==> config.mk <==
export PLATFORM = sky130hd
export DESIGN_NAME = microcode_sequencer
export DESIGN_NICKNAME = d
export VERILOG_FILES = /design/src/rtl/microcode_pkg.sv /design/src/rtl/microcode_sequencer_loop_unit.sv /design/src/rtl/microcode_sequencer.sv
export SDC_FILE = /design/constraint.sdc
export NUM_CORES = 1
export LEC_CHECK = 0
export BUFFER_PORTS_ARGS = -buffer_cell sky130_fd_sc_hd__buf_2
export CAP_MARGIN = 30
export CORE_ASPECT_RATIO = 2
export CORE_MARGIN = 2
export CORE_UTILIZATION = 40
export CTS_CLUSTER_SIZE = 28
export DETAILED_ROUTE_END_ITERATION = 8
export HOLD_SLACK_MARGIN = 0.08
export SLEW_MARGIN = 20
export SYNTH_ARGS = -nofsm -noshare
export SYNTH_HDL_FRONTEND = slang
export SYNTH_SLANG_ARGS = --single-unit
==> constraint.sdc <==
create_clock -name clk -period 4.3 [get_ports clk]
set_input_delay 0.215 -clock clk [delete_from_list [all_inputs] [get_ports clk]]
set_output_delay 0.215 -clock clk [all_outputs]
set_load 0.02 [all_outputs]
==> src/rtl/microcode_pkg.sv <==
// Shared encodings and the PE enable table for the microcode sequencer.
package microcode_pkg;

  localparam int unsigned OP_W     = 2;
  localparam int unsigned CNT_W    = 8;
  localparam int unsigned PE_TBL_W = 11;

  localparam int unsigned CMD_ADD   = 4;
  localparam int unsigned CMD_SUB   = 8;
  localparam int unsigned CMD_CUBIC = 16;

  typedef enum logic [OP_W-1:0] {
    OP_ADD   = 2'd0,
    OP_SUB   = 2'd1,
    OP_CUBIC = 2'd2,
    OP_MULT  = 2'd3
  } op_e;

  typedef enum logic [2:0] {
    S_IDLE      = 3'd0,
    S_FETCH     = 3'd1,
    S_READ_SRC1 = 3'd2,
    S_READ_SRC2 = 3'd3,
    S_CALC      = 3'd4,
    S_WAIT      = 3'd5,
    S_WRITE     = 3'd6,
    S_DONE      = 3'd7
  } state_e;

  // PE enable mask for the current state/op; zero outside the read/calc phases.
  function automatic logic [PE_TBL_W-1:0] pe_lookup(input state_e st, input op_e op);
    logic [PE_TBL_W-1:0] m;
    m = '0;
    case (st)
      S_READ_SRC1: begin
        case (op)
          OP_ADD, OP_SUB: m = 11'b11001000000;
          OP_CUBIC:       m = 11'b11111000000;
          OP_MULT:        m = 11'b11110000000;
        endcase
      end
      S_READ_SRC2: begin
        case (op)
          OP_ADD, OP_SUB: m = 11'b00110000000;
          OP_CUBIC:       m = 11'b00000000000;
          OP_MULT:        m = 11'b00001000000;
        endcase
      end
      S_CALC: begin
        case (op)
          OP_ADD, OP_SUB: m = 11'b00000010001;
          OP_CUBIC:       m = 11'b01010000001;
          OP_MULT:        m = 11'b00000111111;
        endcase
      end
      default: m = '0;
    endcase
    return m;
  endfunction

endpackage

==> src/rtl/microcode_sequencer_loop_unit.sv <==
// Hardware loop counters with lowest-index priority match on loop-end addresses.
module microcode_sequencer_loop_unit
  import microcode_pkg::*;
#(
  parameter int unsigned ROM_AW    = 9,
  parameter int unsigned NUM_LOOPS = 2,
  parameter logic [NUM_LOOPS*ROM_AW-1:0] LOOP_START = {9'd280, 9'd22},
  parameter logic [NUM_LOOPS*ROM_AW-1:0] LOOP_END   = {9'd293, 9'd117},
  parameter logic [NUM_LOOPS*CNT_W-1:0]  LOOP_ITERS = {8'd48, 8'd48}
) (
  input  logic              clk,
  input  logic              reset,
  input  logic              reload,
  input  logic              step,
  input  logic [ROM_AW-1:0] cur_addr,
  output logic [ROM_AW-1:0] next_rom_addr_c
);

  logic [NUM_LOOPS-1:0][CNT_W-1:0] cnt_q;
  logic [NUM_LOOPS-1:0][CNT_W-1:0] cnt_d;
  logic [NUM_LOOPS-1:0][CNT_W-1:0] rearm_c;
  logic                            matched;

  // Re-arm value of every counter: body executions minus the first pass.
  always_comb begin
    rearm_c = '0;
    for (int i = 0; i < int'(NUM_LOOPS); i++) begin
      rearm_c[i] = LOOP_ITERS[i*CNT_W +: CNT_W] - CNT_W'(1);
    end
  end

  // Next command address and counter update; only the lowest matching loop acts.
  always_comb begin
    next_rom_addr_c = cur_addr + ROM_AW'(1);
    cnt_d           = cnt_q;
    matched         = 1'b0;
    for (int i = 0; i < int'(NUM_LOOPS); i++) begin
      if (!matched && (cur_addr == LOOP_END[i*ROM_AW +: ROM_AW])) begin
        matched = 1'b1;
        if (cnt_q[i] != '0) begin
          next_rom_addr_c = LOOP_START[i*ROM_AW +: ROM_AW];
          if (step) cnt_d[i] = cnt_q[i] - CNT_W'(1);
        end else if (step) begin
          cnt_d[i] = rearm_c[i];
        end
      end
    end
    if (reload) cnt_d = rearm_c;
  end

  // Counter state.
  always_ff @(posedge clk) begin
    if (reset) cnt_q <= rearm_c;
    else       cnt_q <= cnt_d;
  end

endmodule

==> src/rtl/microcode_sequencer.sv <==
// Microcode sequencer: walks the command ROM and drives RAM A/B addressing and PE enables.
module microcode_sequencer
  import microcode_pkg::*;
#(
  parameter int unsigned ROM_AW    = 9,
  parameter int unsigned RAM_AW    = 6,
  parameter int unsigned TIMES_W   = 6,
  parameter int unsigned PE_W      = 11,
  parameter int unsigned NUM_LOOPS = 2,
  parameter logic [NUM_LOOPS*ROM_AW-1:0] LOOP_START = {9'd280, 9'd22},
  parameter logic [NUM_LOOPS*ROM_AW-1:0] LOOP_END   = {9'd293, 9'd117},
  parameter logic [NUM_LOOPS*CNT_W-1:0]  LOOP_ITERS = {8'd48, 8'd48}
) (
  input  logic                              clk,
  input  logic                              reset,
  input  logic                              start,
  output logic [ROM_AW-1:0]                 rom_addr,
  input  logic [3*RAM_AW+OP_W+TIMES_W-1:0]  rom_q,
  output logic [RAM_AW-1:0]                 ram_a_addr,
  output logic [RAM_AW-1:0]                 ram_b_addr,
  output logic                              ram_b_w,
  output logic [PE_W-1:0]                   pe,
  output logic                              busy,
  output logic                              done
);

  localparam int unsigned TIMES_LSB = RAM_AW;
  localparam int unsigned OP_LSB    = TIMES_LSB + TIMES_W;
  localparam int unsigned SRC1_LSB  = OP_LSB + OP_W;
  localparam int unsigned DEST_LSB  = SRC1_LSB + RAM_AW;

  state_e              state_q, state_d;
  logic [ROM_AW-1:0]   rom_addr_q, rom_addr_d;
  logic [TIMES_W-1:0]  count_q, count_d;
  logic [PE_W-1:0]     pe_q, pe_d;
  logic                busy_q, busy_d;
  logic                done_q, done_d;

  logic [RAM_AW-1:0]   dest_c, src1_c, src2_c;
  logic [TIMES_W-1:0]  times_c;
  op_e                 op_c;
  logic                reload_c, step_c;
  logic [ROM_AW-1:0]   next_rom_addr_c;

  // Command word fields: {dest, src1, op, times, src2}.
  always_comb begin
    src2_c  = rom_q[RAM_AW-1:0];
    times_c = rom_q[TIMES_LSB +: TIMES_W];
    op_c    = op_e'(rom_q[OP_LSB +: OP_W]);
    src1_c  = rom_q[SRC1_LSB +: RAM_AW];
    dest_c  = rom_q[DEST_LSB +: RAM_AW];
  end

  microcode_sequencer_loop_unit #(
    .ROM_AW     (ROM_AW),
    .NUM_LOOPS  (NUM_LOOPS),
    .LOOP_START (LOOP_START),
    .LOOP_END   (LOOP_END),
    .LOOP_ITERS (LOOP_ITERS)
  ) u_loop (
    .clk             (clk),
    .reset           (reset),
    .reload          (reload_c),
    .step            (step_c),
    .cur_addr        (rom_addr_q),
    .next_rom_addr_c (next_rom_addr_c)
  );

  // Next-state logic plus combinational RAM strobes.
  always_comb begin
    state_d    = state_q;
    rom_addr_d = rom_addr_q;
    count_d    = count_q;
    reload_c   = 1'b0;
    step_c     = 1'b0;
    ram_a_addr = '0;
    ram_b_addr = '0;
    ram_b_w    = 1'b0;
    case (state_q)
      S_IDLE, S_DONE: begin
        if (start) begin
          state_d    = S_FETCH;
          rom_addr_d = '0;
          reload_c   = 1'b1;
        end
      end
      S_FETCH: state_d = S_READ_SRC1;
      S_READ_SRC1: begin
        state_d    = S_READ_SRC2;
        count_d    = times_c;
        ram_a_addr = src1_c;
        case (op_c)
          OP_ADD:   ram_b_addr = RAM_AW'(CMD_ADD);
          OP_SUB:   ram_b_addr = RAM_AW'(CMD_SUB);
          OP_CUBIC: ram_b_addr = RAM_AW'(CMD_CUBIC);
          OP_MULT:  ram_b_addr = '0;
        endcase
      end
      S_READ_SRC2: begin
        ram_a_addr = src2_c;
        ram_b_addr = src2_c;
        state_d    = (times_c == '0) ? S_DONE : S_CALC;
      end
      S_CALC: begin
        count_d = count_q - TIMES_W'(1);
        if (count_q == TIMES_W'(1)) state_d = S_WAIT;
      end
      S_WAIT: begin
        step_c     = 1'b1;
        rom_addr_d = next_rom_addr_c;
        state_d    = S_WRITE;
      end
      S_WRITE: begin
        ram_b_w    = 1'b1;
        ram_b_addr = dest_c;
        state_d    = S_READ_SRC1;
      end
      default: state_d = S_IDLE;
    endcase
    pe_d   = PE_W'(pe_lookup(state_q, op_c));
    busy_d = !((state_d == S_IDLE) || (state_d == S_DONE));
    done_d = (state_d == S_DONE);
  end

  // State and registered outputs.
  always_ff @(posedge clk) begin
    if (reset) begin
      state_q    <= S_IDLE;
      rom_addr_q <= '0;
      count_q    <= '0;
      pe_q       <= '0;
      busy_q     <= 1'b0;
      done_q     <= 1'b0;
    end else begin
      state_q    <= state_d;
      rom_addr_q <= rom_addr_d;
      count_q    <= count_d;
      pe_q       <= pe_d;
      busy_q     <= busy_d;
      done_q     <= done_d;
    end
  end

  assign rom_addr = rom_addr_q;
  assign pe       = pe_q;
  assign busy     = busy_q;
  assign done     = done_q;

endmodule

Word level (Yosys, flattened, before mapping)
Index checks and enable logic that the tools add are counted.
{"block": "totals", "input_bits": 29, "elab_cells": 74, "romBits": 0, "memories": 0, "mem_bits_rw": 0, "register_bits": 47, "out_inout_bits": 35, "latch_bits": 0}
{"block": "classes", "shift": 0, "add_sub_neg": 4, "n_eq_ne": 15, "order_cmp": 0, "n_bitwise": 0, "muxes": 28, "mul": 0, "n_div": 0, "reduce_logical": 19}
{"operator": "11-bit one-hot mux with 3 select lines", "count": 4}
{"operator": "9-bit two-way mux", "count": 5}
{"operator": "8-bit two-way mux", "count": 5}
{"operator": "6-bit one-hot mux with 2 select lines", "count": 2}
{"operator": "6-bit one-hot mux with 4 select lines", "count": 1}
{"operator": "3-bit one-hot mux with 6 select lines", "count": 1}
{"operator": "6-bit one-hot mux with 3 select lines", "count": 1}
{"operator": "9-bit one-hot mux with 2 select lines", "count": 1}
{"operator": "8-bit nonzero test", "count": 2}
{"operator": "8-bit by 1-bit subtractor with 8-bit output, second input constant", "count": 2}
{"operator": "3-bit == test, second input constant", "count": 5}
{"operator": "9-bit by 1-bit adder with 9-bit output, second input constant", "count": 1}
{"operator": "9-bit by 7-bit == test with 1-bit output, second input constant", "count": 1}
{"operator": "9-bit == test, second input constant", "count": 1}
{"operator": "2-bit OR reduction", "count": 4}
{"operator": "3-bit by 2-bit == test with 1-bit output, second input constant", "count": 2}
{"operator": "6-bit by 1-bit == test with 1-bit output, second input constant", "count": 1}
{"operator": "3-bit logical NOT", "count": 2}
{"operator": "6-bit logical NOT", "count": 1}
{"operator": "3-bit two-way mux", "count": 2}
{"operator": "2-bit AND reduction", "count": 3}
{"operator": "6-bit by 1-bit subtractor with 6-bit output, second input constant", "count": 1}
{"operator": "1-bit two-way mux", "count": 5}
{"operator": "2-bit == test, second input constant", "count": 2}
{"operator": "9 further kinds", "count": 11}

Depth between registers and ports, before layout
Gate-level depths: netlist (run 1).
{"block": "logic_depth", "depth_word": 6, "ltp_mapped": 9, "depth_no_buf": 7}

By module
Synthesis (run 1) repeated with hierarchy kept, for this count alone.
{"block": "unflattened", "cells_unflattened": 298, "hier_area_um2": 2557.5}
{"module": "microcode_sequencer", "area_each_um2": 1465.2, "instances": 1, "seq_area_each_um2": 560.5, "cells_per_inst": 167}
{"module": "microcode_sequencer_loop_unit", "area_each_um2": 1092.3, "instances": 1, "seq_area_each_um2": 320.3, "cells_per_inst": 131}

Worst setup path before layout (run 1)
Ideal clock, no wire load.
{"block": "synth_timing", "kind": "register to register", "from": "register rom_addr_q[0] (netlist: rom_addr[0])", "to": "register u_loop.cnt_q[13] in the netlist's numbering", "stages_incl_launch_ff": 9, "required_ns": 4.183, "setup_time_ns": 0.117, "synth_period_minus_slack_ns": 1.962, "path_buffers": 2, "t_arrival_ns": 1.846, "path_slack_ns": 2.338, "path_cell_list": "dfxtp_1 ha_1 nand4bb_1 buf_6 or3_4 buf_6 nor4_4 xnor2_1 nand2_1"}
{"block": "synth_via", "elab_chain_len": 5, "elab_cells_between_ends": 6, "cone_classes": "eq/ne (2); mux (1); reduce/logical (3)"}
{"item": "from (decl)", "line": "microcode_sequencer.sv:33", "rtl": "logic [ROM_AW-1:0] rom_addr_q, rom_addr_d;"}
{"item": "from (signal assigned)", "line": "microcode_sequencer.sv:136", "rtl": "rom_addr_q <= rom_addr_d;"}
{"item": "9-bit by 7-bit == test with 1-bit output", "line": "microcode_sequencer_loop_unit.sv:38", "rtl": "if (!matched && (cur_addr == LOOP_END[i*ROM_AW +: ROM_AW])) begin"}
{"item": "1-bit two-way mux", "line": "microcode_sequencer_loop_unit.sv:38"}
{"item": "1-bit logical NOT", "line": "microcode_sequencer_loop_unit.sv:38"}
{"item": "1-bit logical AND (*)", "line": "microcode_sequencer_loop_unit.sv:38"}
{"item": "2-bit AND reduction (no source line) (*)"}
{"item": "to (signal assigned)", "line": "microcode_sequencer_loop_unit.sv:53", "rtl": "if (reset) cnt_q <= rearm_c;"}
{"item": "to (signal assigned)", "line": "microcode_sequencer_loop_unit.sv:54", "rtl": "else cnt_q <= cnt_d;"}
{"item": "to (decl)", "line": "microcode_sequencer_loop_unit.sv:19", "rtl": "logic [NUM_LOOPS-1:0][CNT_W-1:0] cnt_q;"}
Mark *: on every way between the ends. The rest lies on a longest branch, timed or not.
A chain may end at the register's enable or synchronous reset.

Worst setup path in the final report (run 1)
{"block": "layout_timing", "from": "register state_q[0]", "to": "register u_loop.cnt_q[4] in the netlist's numbering"}
{"block": "layout_via", "elab_chain_len": 4, "elab_cells_between_ends": 8, "cone_classes": "eq/ne (2); mux (2); reduce/logical (4)"}
{"item": "from (decl)", "line": "microcode_sequencer.sv:32", "rtl": "state_e state_q, state_d;"}
{"item": "from (signal assigned)", "line": "microcode_sequencer.sv:135", "rtl": "state_q <= state_d;"}
{"item": "3-bit == test / 3-bit logical NOT (equally long branches)", "line": "microcode_sequencer.sv:79", "rtl": "case (state_q)"}
{"item": "2-bit OR reduction", "line": "microcode_sequencer.sv:79"}
{"item": "1-bit two-way mux", "line": "microcode_sequencer.sv:79"}
{"item": "2-bit OR reduction (no source line)"}
Parallel ways exist; a longest one is shown, timed or not.

==> impl_metrics.env, run 1 <==
export IMPL_total_of_max_cap_violations=0
export IMPL_cts_root_buf="sky130_fd_sc_hd__clkbuf_16"
export IMPL_leakagePower_nw=1.27
export IMPL_highest_clock_rate_mhz=382
export IMPL_synth_largest_area_cell="sky130_fd_sc_hd__dfxtp_1"
export IMPL_top_area_cells_in_the_synthesized_netlist="sky130_fd_sc_hd__dfxtp_1 34%, sky130_fd_sc_hd__nand2_1 7.2%, sky130_fd_sc_hd__nor2_1 6.7%, sky130_fd_sc_hd__a21oi_1 3.9%, sky130_fd_sc_hd__ha_1 3.9%"
export IMPL_post_synth_xor_area_fraction_pct=5.07
export IMPL_number_of_enable_flip_flop_cells_after_synthesis=0
export IMPL_syn_instance_count=333
export IMPL_fp_dieH_microns=118
export IMPL_setup_tns_ns=0
export IMPL_chipWidth_microns=60.9
export IMPL_synth_compound_gate_area_share_pct=15.0
export IMPL_final_hold_violation_count=0
export IMPL_synthAdderAreaFrac_pct=3.86
export IMPL_power_sequential_fraction_pct=42.9
export IMPL_clock_sinks=44
export IMPL_grt_overflow_total=0
export IMPL_final_setup_skew_ns=0.00543
export IMPL_power_per_cell_area_nw_per_um2=374
export IMPL_power_switching_uw=363
export IMPL_async_flop_share_pct=0
export IMPL_finalNonFillerCells=468
export IMPL_fp_row_count=41
export IMPL_post_synth_mux_area_share_pct=0.386
export IMPL_critical_path_startpoint_type="flip-flop"
export IMPL_fill_cells=667
export IMPL_number_of_h_tree_levels=2
export IMPL_grt_antenna_before_repair=0
export IMPL_crit_arrival_ns=2.78
export IMPL_internal_power_uw=779
export IMPL_critPathRequiredTime_ns=4.46
export IMPL_ys_seq_elements=44
export IMPL_max_slew_worst_pin_slew_ns=0.819
export IMPL_drt_drc_violations_left=0
export IMPL_post_route_cell_area_sq_um=3050
export IMPL_layout_area_overhead_vs_synth_pct=17.7
export IMPL_drv_slew=0
export IMPL_final_period_demand_of_the_worst_path_ns=2.62
export IMPL_clock_transition_at_path_regs_ns=0.06
export IMPL_yosys_top_cell_area_share_pct=34.0
export IMPL_number_of_setup_buffers_added_after_cts=0
export IMPL_core_area_sq_um=6310
export IMPL_combPwrFrac_pct=22.8
export IMPL_first_global_vias=2329
export IMPL_wl_microns=6480
export IMPL_power_share_switching_pct=31.8
export IMPL_io_buffer_count=63
export IMPL_boundaryPins=64
export IMPL_cts_buffers_inserted=5
export IMPL_clkLatencyLatePin_ns=0.28
export IMPL_synthesis_area_per_instance_sq_um=7.78
export IMPL_detail_route_vias_per_cell=5.21
export IMPL_setup_viol_count_final=0
export IMPL_end_kind="flip-flop"
export IMPL_setup_worst_path_class="flip-flop to flip-flop"
export IMPL_antenna_violating_nets_post_route=0
export IMPL_clock_power_share_pct=34.3
export IMPL_avgRoutedWirePerCell_microns=13.9
export IMPL_n_antenna_cell=0
export IMPL_grtUsageTotal_pct=19.0
export IMPL_placed_cell_area_sq_um=2900
export IMPL_timing_critical_path_fanout_max=25
export IMPL_timing_hold_worst_class="primary input to flip-flop"
export IMPL_final_layout_size_suffix_gt1_share_pct=22.8
export IMPL_postLayoutCoreUtil_pct=48.3
export IMPL_cts_resized_gates=0
export IMPL_maxSlewHeadroom_pct=45.3
export IMPL_yosys_warnings=0
export IMPL_holdBufCountCts=0
export IMPL_grt_start_max_net_pins=29
export IMPL_deepest_clock_path_buffer_count=2
export IMPL_synth_yosys_seq_area_share_pct=34.0
export IMPL_num_vias=2437
export IMPL_synth_fp_nets=370
export IMPL_drtIter0Drc=96
export IMPL_dr_pass1_iters=4
export IMPL_power_ir_vdd_worst_mv=0.258
export IMPL_tritoncts="built"
export IMPL_grt_first_pass_wirelength_microns=10800
export IMPL_placedCellCount=461
export IMPL_nets=419
export IMPL_share_of_synthesized_cell_area_in_and_or_nand_and_nor_gates_pct=35.0
export IMPL_initial_cell_density_of_the_core_pct=41.1
export IMPL_dieArea_sq_um=7180
export IMPL_syn_area_sq_um=2590
export IMPL_finalCritPeriodShare_pct=60.9
export IMPL_synth_top_family_by_area="simple AND/OR/NAND/NOR gates"
export IMPL_gp_routability_congestion=0.834
export IMPL_outcome="complete, no violations"
export IMPL_ys_flop_type="sky130_fd_sc_hd__dfxtp_1"
export IMPL_setup_repair_after_global_routing_missed_its_margin="no"
export IMPL_hpwl_microns=4900
export IMPL_count_of_unique_library_cells_instantiated_by_yosys=46
## power by group through the flow
stage | Combinational [mW] | Clock (mW) | Sequential [mW]
detailed placement | 0.262 | 0 | 0.497
global route | 0.293 | 0.417 | 0.497
global placement | 0.260 | 0 | 0.496
CTS | 0.263 | 0.399 | 0.488
finish | 0.261 | 0.391 | 0.490
floorplan | 0.207 | 0 | 0.476
## cell usage in the layout, fill, tap and decap left out, drive strengths merged, types with 2 or more instances in the layout
cell type  netlist  routed
buf             11      63
nand2           50      50
nor2            46      46
dfxtp           44      44
a21oi           20      20
o21ai           19      19
nor3            16      16
inv             15      15
nor4            12      12
xnor2           11      11
nand3            9       9
ha               8       8
or3              8       8
clkbuf          10       7
a31oi            6       6
nand3b           6       6
nor2b            5       5
and2             4       4
xor2             4       4
nand2b           3       3
o211ai           3       3
a311oi           3       3
o31ai            2       2
nor3b            2       2
a221oi           2       2
o21a             2       2
nand4bb          2       2
and3             2       2
## cells in the mapped netlist (all sizes together), types with 3 or more instances
| cell | number |
|---|---|
| o211ai | 3 |
| a311oi | 3 |
| xnor2 | 11 |
| a31oi | 6 |
| nor2 | 46 |
| nor4 | 12 |
| buf | 11 |
| ha | 8 |
| clkbuf | 10 |
| xor2 | 4 |
| inv | 15 |
| nand2b | 3 |
| a21oi | 20 |
| nor2b | 5 |
| nor3 | 16 |
| dfxtp | 44 |
| o21ai | 19 |
| nand2 | 50 |
| nand3 | 9 |
| and2 | 4 |
| nand3b | 6 |
| or3 | 8 |
## per-layer routing
metal / GRT usage, % / up-vias / share of wire (%)
met5: 0 / - / 0
met4: 6.93 / 0 / 1.9
met3: 2.97 / 11 / 2.8
met2: 34.7 / 43 / 59
met1: 20.8 / 1143 / 36
li1: - / 1240 / -
## critical path, stage by stage (launching register included)
cell	delay (ns)
sky130_fd_sc_hd__dfxtp_1	0.85
sky130_fd_sc_hd__nand3b_1	0.57
sky130_fd_sc_hd__or3_1	0.65
sky130_fd_sc_hd__o21ai_0	0.34
sky130_fd_sc_hd__nor2_1	0.09
## layout make-up
| cell class | instances | area (sq um) | share of cell area [%] |
|---|---|---|---|
| inverter | 15 | 56.3 | 1.85 |
| timing repair buffer | 63 | 315 | 10.3 |
| clock buffer | 7 | 153 | 5.01 |
| multi-input combinational | 253 | 1540 | 50.4 |
| sequential | 44 | 881 | 28.9 |
| tap | 86 | 108 | 3.53 |
## metrics by stage
step                      hold slack (ns)  setup slack, ns  power [mW]
after floorplan                     0.370             2.34       0.682
after global placement              0.487             1.76       0.756
final                               0.202             1.68        1.14
after CTS                           0.207             1.69        1.15
after global routing                0.223             1.42        1.21
after detailed placement            0.495             1.68       0.760
## path summary, 6_finish.rpt
check             slack, ns         endpoint  cells after the start       startpoint
hold / removal         0.20       count_q[1]                      3         rom_q[7]
hold reg to reg        0.50  u_loop.cnt_q[9]                      2  u_loop.cnt_q[9]
setup / recovery       1.68  u_loop.cnt_q[4]                      4       state_q[0]
setup reg to reg       1.68  u_loop.cnt_q[4]                      4       state_q[0]
## flip-flops by register name, summed over array words and instances (netlist names)
name	count
u_loop.cnt_q	16
rom_addr	9
pe	8
count_q	6
state_q	3
busy	1
done	1
## logic make-up after synthesis
logic type / count (synthesis)
AO/OA/AOI/OAI: 62
XOR/XNOR: 15
AND/OR/NAND/NOR: 167
adder cells (fa/ha/maj): 8
multiplexers: 1
buffers and inverters: 36
flip-flops: 44
No activity file was read; power rests on OpenSTA's default activity.
==> inputs of run 2 (changes only) <==
--- a/config.mk
+++ b/config.mk
@@ -5,6 +5,7 @@
 export SDC_FILE = /design/constraint.sdc
 export NUM_CORES = 1
 export LEC_CHECK = 0
+export ABC_AREA = 1
 export BUFFER_PORTS_ARGS = -buffer_cell sky130_fd_sc_hd__buf_2
 export CAP_MARGIN = 30
 export CORE_ASPECT_RATIO = 2
@@ -13,6 +14,7 @@
 export CTS_CLUSTER_SIZE = 28
 export DETAILED_ROUTE_END_ITERATION = 8
 export HOLD_SLACK_MARGIN = 0.08
+export PLACE_DENSITY = 0.65
 export SLEW_MARGIN = 20
 export SYNTH_ARGS = -nofsm -noshare
 export SYNTH_HDL_FRONTEND = slang
==> constraint.sdc (replaced) <==
create_clock -name clk -period 2.3 [get_ports clk]
set_input_delay 0.115 -clock clk [delete_from_list [all_inputs] [get_ports clk]]
set_output_delay 0.115 -clock clk [all_outputs]
set_load 0.02 [all_outputs]
==> run 2 against run 1 <==
Against the previous run:
- first-iteration DRC count up 23%
- sequential power up 73%
- synthesized cell count up 16%
- largest power group is now clock
- highest routed layer unchanged
- combinational power up 85%
- worst hold slack worse by 0.098 ns
- area after synthesis down 2.3%
- design area up 2.1%
- core utilization up 1.8 points
- clock power up 130%
- largest cell class unchanged
- wire length down 7.1%
==> impl_metrics.env, run 2 <==
export IMPL_antenna_violating_nets_post_route=0
export IMPL_synthTopCellsByCount="104 x sky130_fd_sc_hd__nand2_1, 52 x sky130_fd_sc_hd__inv_1, 44 x sky130_fd_sc_hd__dfxtp_1, 44 x sky130_fd_sc_hd__nor2_1, 30 x sky130_fd_sc_hd__nand3_1"
export IMPL_final_layout_size_suffix_gt1_share_pct=19.9
export IMPL_number_of_h_tree_levels=2
export IMPL_power_share_switching_pct=29.1
export IMPL_layout_area_overhead_vs_synth_pct=22.9
export IMPL_grt_antenna_before_repair=0
export IMPL_postLayoutCoreUtil_pct=50.1
export IMPL_clock_transition_at_path_regs_ns=0.06
export IMPL_dieArea_sq_um=7020
export IMPL_power_ir_vdd_worst_mv=0.627
export IMPL_boundaryPins=64
export IMPL_setup_repair_after_global_routing_missed_its_margin="no"
export IMPL_grt_start_max_net_pins=22
export IMPL_synth_yosys_seq_area_share_pct=34.8
export IMPL_final_common_cell="sky130_fd_sc_hd__nand2_1"
export IMPL_async_flop_share_pct=0
export IMPL_number_of_setup_buffers_added_after_cts=0
export IMPL_chipWidth_microns=60.3
export IMPL_num_vias=2619
export IMPL_fp_dieH_microns=117
export IMPL_n_antenna_cell=0
export IMPL_final_hold_violation_count=0
export IMPL_max_slew_worst_pin_slew_ns=0.473
export IMPL_timing_critical_path_fanout_max=12
export IMPL_reg_to_reg_setup_timing_slack_ns=0.61
export IMPL_maxSlewHeadroom_pct=68.3
export IMPL_critical_path_endpoint="ram_b_addr[3]"
export IMPL_finalCritPeriodShare_pct=80.1
export IMPL_wirelength_met1_microns=2770
export IMPL_syn_area_sq_um=2530
export IMPL_largest_register_ff_count=16
export IMPL_routed_length_on_met2_microns=2890
export IMPL_ys_seq_elements=44
export IMPL_clock_sinks=44
export IMPL_final_setup_skew_ns=0.00298
export IMPL_dr_wl_met3_microns=276
export IMPL_first_global_vias=2345
export IMPL_clkLatencyLatePin_ns=0.28
export IMPL_synth_largest_area_cell="sky130_fd_sc_hd__dfxtp_1"
export IMPL_deepest_clock_path_buffer_count=2
export IMPL_clock_power_share_pct=40.3
export IMPL_mostFrequentLayoutCells="104 x sky130_fd_sc_hd__nand2_1, 63 x sky130_fd_sc_hd__buf_2, 52 x sky130_fd_sc_hd__inv_1"
export IMPL_hpwl_microns=4460
export IMPL_grtUsageTotal_pct=18.7
export IMPL_power_per_cell_area_nw_per_um2=718
export IMPL_worst_r2r_cell_count=9
export IMPL_dr_pass1_iters=4
export IMPL_leakagePower_nw=1.55
export IMPL_detail_route_vias_per_cell=4.87
export IMPL_gp_routability_congestion=0.840
export IMPL_nets=489
export IMPL_initial_cell_density_of_the_core_pct=40.8
export IMPL_startpoint="state_q[2]"
export IMPL_rr_startpoint="rom_addr[0]"
export IMPL_total_of_max_cap_violations=0
export IMPL_final_period_demand_of_the_worst_path_ns=1.84
export IMPL_end_kind="primary output"
export IMPL_grt_overflow_total=0
export IMPL_power_switching_uw=651
export IMPL_highest_clock_rate_mhz=543
export IMPL_regToRegEndpoint="u_loop.cnt_q[4]"
export IMPL_setup_viol_count_final=0
export IMPL_synthesis_area_per_instance_sq_um=6.54
export IMPL_io_buffer_count=63
export IMPL_grt_first_pass_wirelength_microns=10400
export IMPL_crit_arrival_ns=1.73
export IMPL_cts_buffers_inserted=5
export IMPL_number_of_enable_flip_flop_cells_after_synthesis=0
export IMPL_avgRoutedWirePerCell_microns=11.2
export IMPL_wl_microns=6030
export IMPL_combPwrFrac_pct=21.7
export IMPL_holdBufCountCts=0
export IMPL_registers_top_by_ff_count="u_loop.cnt_q"
export IMPL_top_area_cells_in_the_synthesized_netlist="sky130_fd_sc_hd__dfxtp_1 35%, sky130_fd_sc_hd__nand2_1 15%, sky130_fd_sc_hd__inv_1 7.7%, sky130_fd_sc_hd__nor2_1 6.5%, sky130_fd_sc_hd__nand3_1 5.9%"
export IMPL_setup_worst_path_class="flip-flop to primary output"
export IMPL_ys_flop_type="sky130_fd_sc_hd__dfxtp_1"
export IMPL_internal_power_mw=1.58
export IMPL_tritoncts="built"
export IMPL_top_metal_used="met4"
export IMPL_syn_instance_count=387
export IMPL_drv_slew=0
export IMPL_count_of_unique_library_cells_instantiated_by_yosys=37
export IMPL_fill_cells=639
export IMPL_critPathRequiredTime_ns=2.18
export IMPL_fp_row_count=41
export IMPL_synth_fp_nets=424
export IMPL_cts_resized_gates=0
export IMPL_timing_hold_worst_class="primary input to flip-flop"
export IMPL_critical_path_startpoint_type="flip-flop"
export IMPL_power_sequential_fraction_pct=38.0
export IMPL_setup_tns_ns=0
export IMPL_synthMostInstantiatedCell="sky130_fd_sc_hd__nand2_1"
export IMPL_yosys_top_cell_area_share_pct=34.8
export IMPL_drt_drc_violations_left=0
export IMPL_core_area_sq_um=6210
export IMPL_outcome="complete, no violations"
export IMPL_yosys_warnings=0
export IMPL_cts_root_buf="sky130_fd_sc_hd__clkbuf_16"
export IMPL_drtIter0Drc=118
==> run 2: cell types whose count changed in the layout (fill, tap and decap cells not counted), moves of 6 or more <==
| cell | previous run | this run |
|---|---|---|
| sky130_fd_sc_hd__inv_1 | 15 | 52 |
| sky130_fd_sc_hd__or3_1 | 7 | 0 |
| sky130_fd_sc_hd__nand2_1 | 50 | 104 |
| sky130_fd_sc_hd__nand4_1 | 0 | 7 |
| sky130_fd_sc_hd__nor3_1 | 15 | 3 |
| sky130_fd_sc_hd__nor4_2 | 6 | 0 |
| sky130_fd_sc_hd__nand3_1 | 9 | 30 |
| sky130_fd_sc_hd__a21oi_1 | 20 | 26 |
| sky130_fd_sc_hd__xnor2_1 | 11 | 2 |
==> run 2: layout make-up <==
cell class / instances / area, sq um / share of cell area, %
clock buffers: 5 / 125 / 4.02
clock inverters: 2 / 60.1 / 1.93
inverters: 58 / 219 / 7.04
multi-input cells: 279 / 1400 / 44.9
flip-flops and latches: 44 / 881 / 28.3
well taps: 86 / 108 / 3.46
repair buffers: 64 / 323 / 10.4
==> run 2: stage by stage <==
| stage | setup WS [ns] | std cells | instance area, sq um | hold WS (ns) | power (mW) |
|---|---|---|---|---|---|
| floorplan | 0.690 | 387 | 2530 | 0.207 | 1.21 |
| global placement | 0.679 | 531 | 2930 | 0.372 | 1.35 |
| detailed placement | 0.616 | 531 | 2930 | 0.384 | 1.35 |
| CTS | 0.437 | 538 | 3110 | 0.0935 | 2.25 |
| global route | 0.256 | 538 | 3110 | 0.0914 | 2.36 |
| finish | 0.458 | 538 | 3110 | 0.104 | 2.23 |
==> run 2: per-layer routing <==
layer	vias up	global-route usage, %
met2	66	30.7
met1	1185	24.8
met3	8	3.21
li1	1360	-
met5	-	0
met4	0	5.19
==> run 2: critical path, cell delays in order, from the launching register on <==
cell                       delay [ns]
sky130_fd_sc_hd__dfxtp_1         0.39
sky130_fd_sc_hd__inv_2           0.13
sky130_fd_sc_hd__nand3_2         0.18
sky130_fd_sc_hd__inv_1           0.33
sky130_fd_sc_hd__nand3_1         0.13
sky130_fd_sc_hd__o211ai_1        0.10
sky130_fd_sc_hd__buf_2           0.18
==> run 2: power by group through the flow <==
stage / combinational (mW) / sequential, mW / clock, mW
floorplan: 0.324 / 0.882 / 0
global placement: 0.483 / 0.865 / 0
detailed placement: 0.481 / 0.866 / 0
CTS: 0.487 / 0.849 / 0.916
global route: 0.548 / 0.857 / 0.959
finish: 0.484 / 0.850 / 0.900
==> run 2: worst min-delay path by stage <==
stage	end	slack, ns	startpoint	depth (start not counted)
after global routing	count_q[3]	0.09	rom_q[9]	3
final	count_q[3]	0.10	rom_q[9]	3
after floorplan	pe[0]	0.21	reset	1
after detailed placement	count_q[3]	0.38	rom_q[9]	3
after CTS	count_q[3]	0.09	rom_q[9]	3
after global placement	count_q[3]	0.37	rom_q[9]	3
==> run 2: kinds of logic (layout without fill, tap and decap cells) <==
| group | after synthesis | count (layout) | share of synthesized area [%] |
|---|---|---|---|
| flip-flops | 44 | 44 | 34.8 |
| AO/OA/AOI/OAI | 60 | 60 | 13.1 |
| adder cells (fa/ha/maj) | 8 | 8 | 3.95 |
| AND/OR/NAND/NOR | 203 | 203 | 35.3 |
| buffers and inverters | 64 | 129 | 10.0 |
| XOR/XNOR | 8 | 8 | 2.77 |
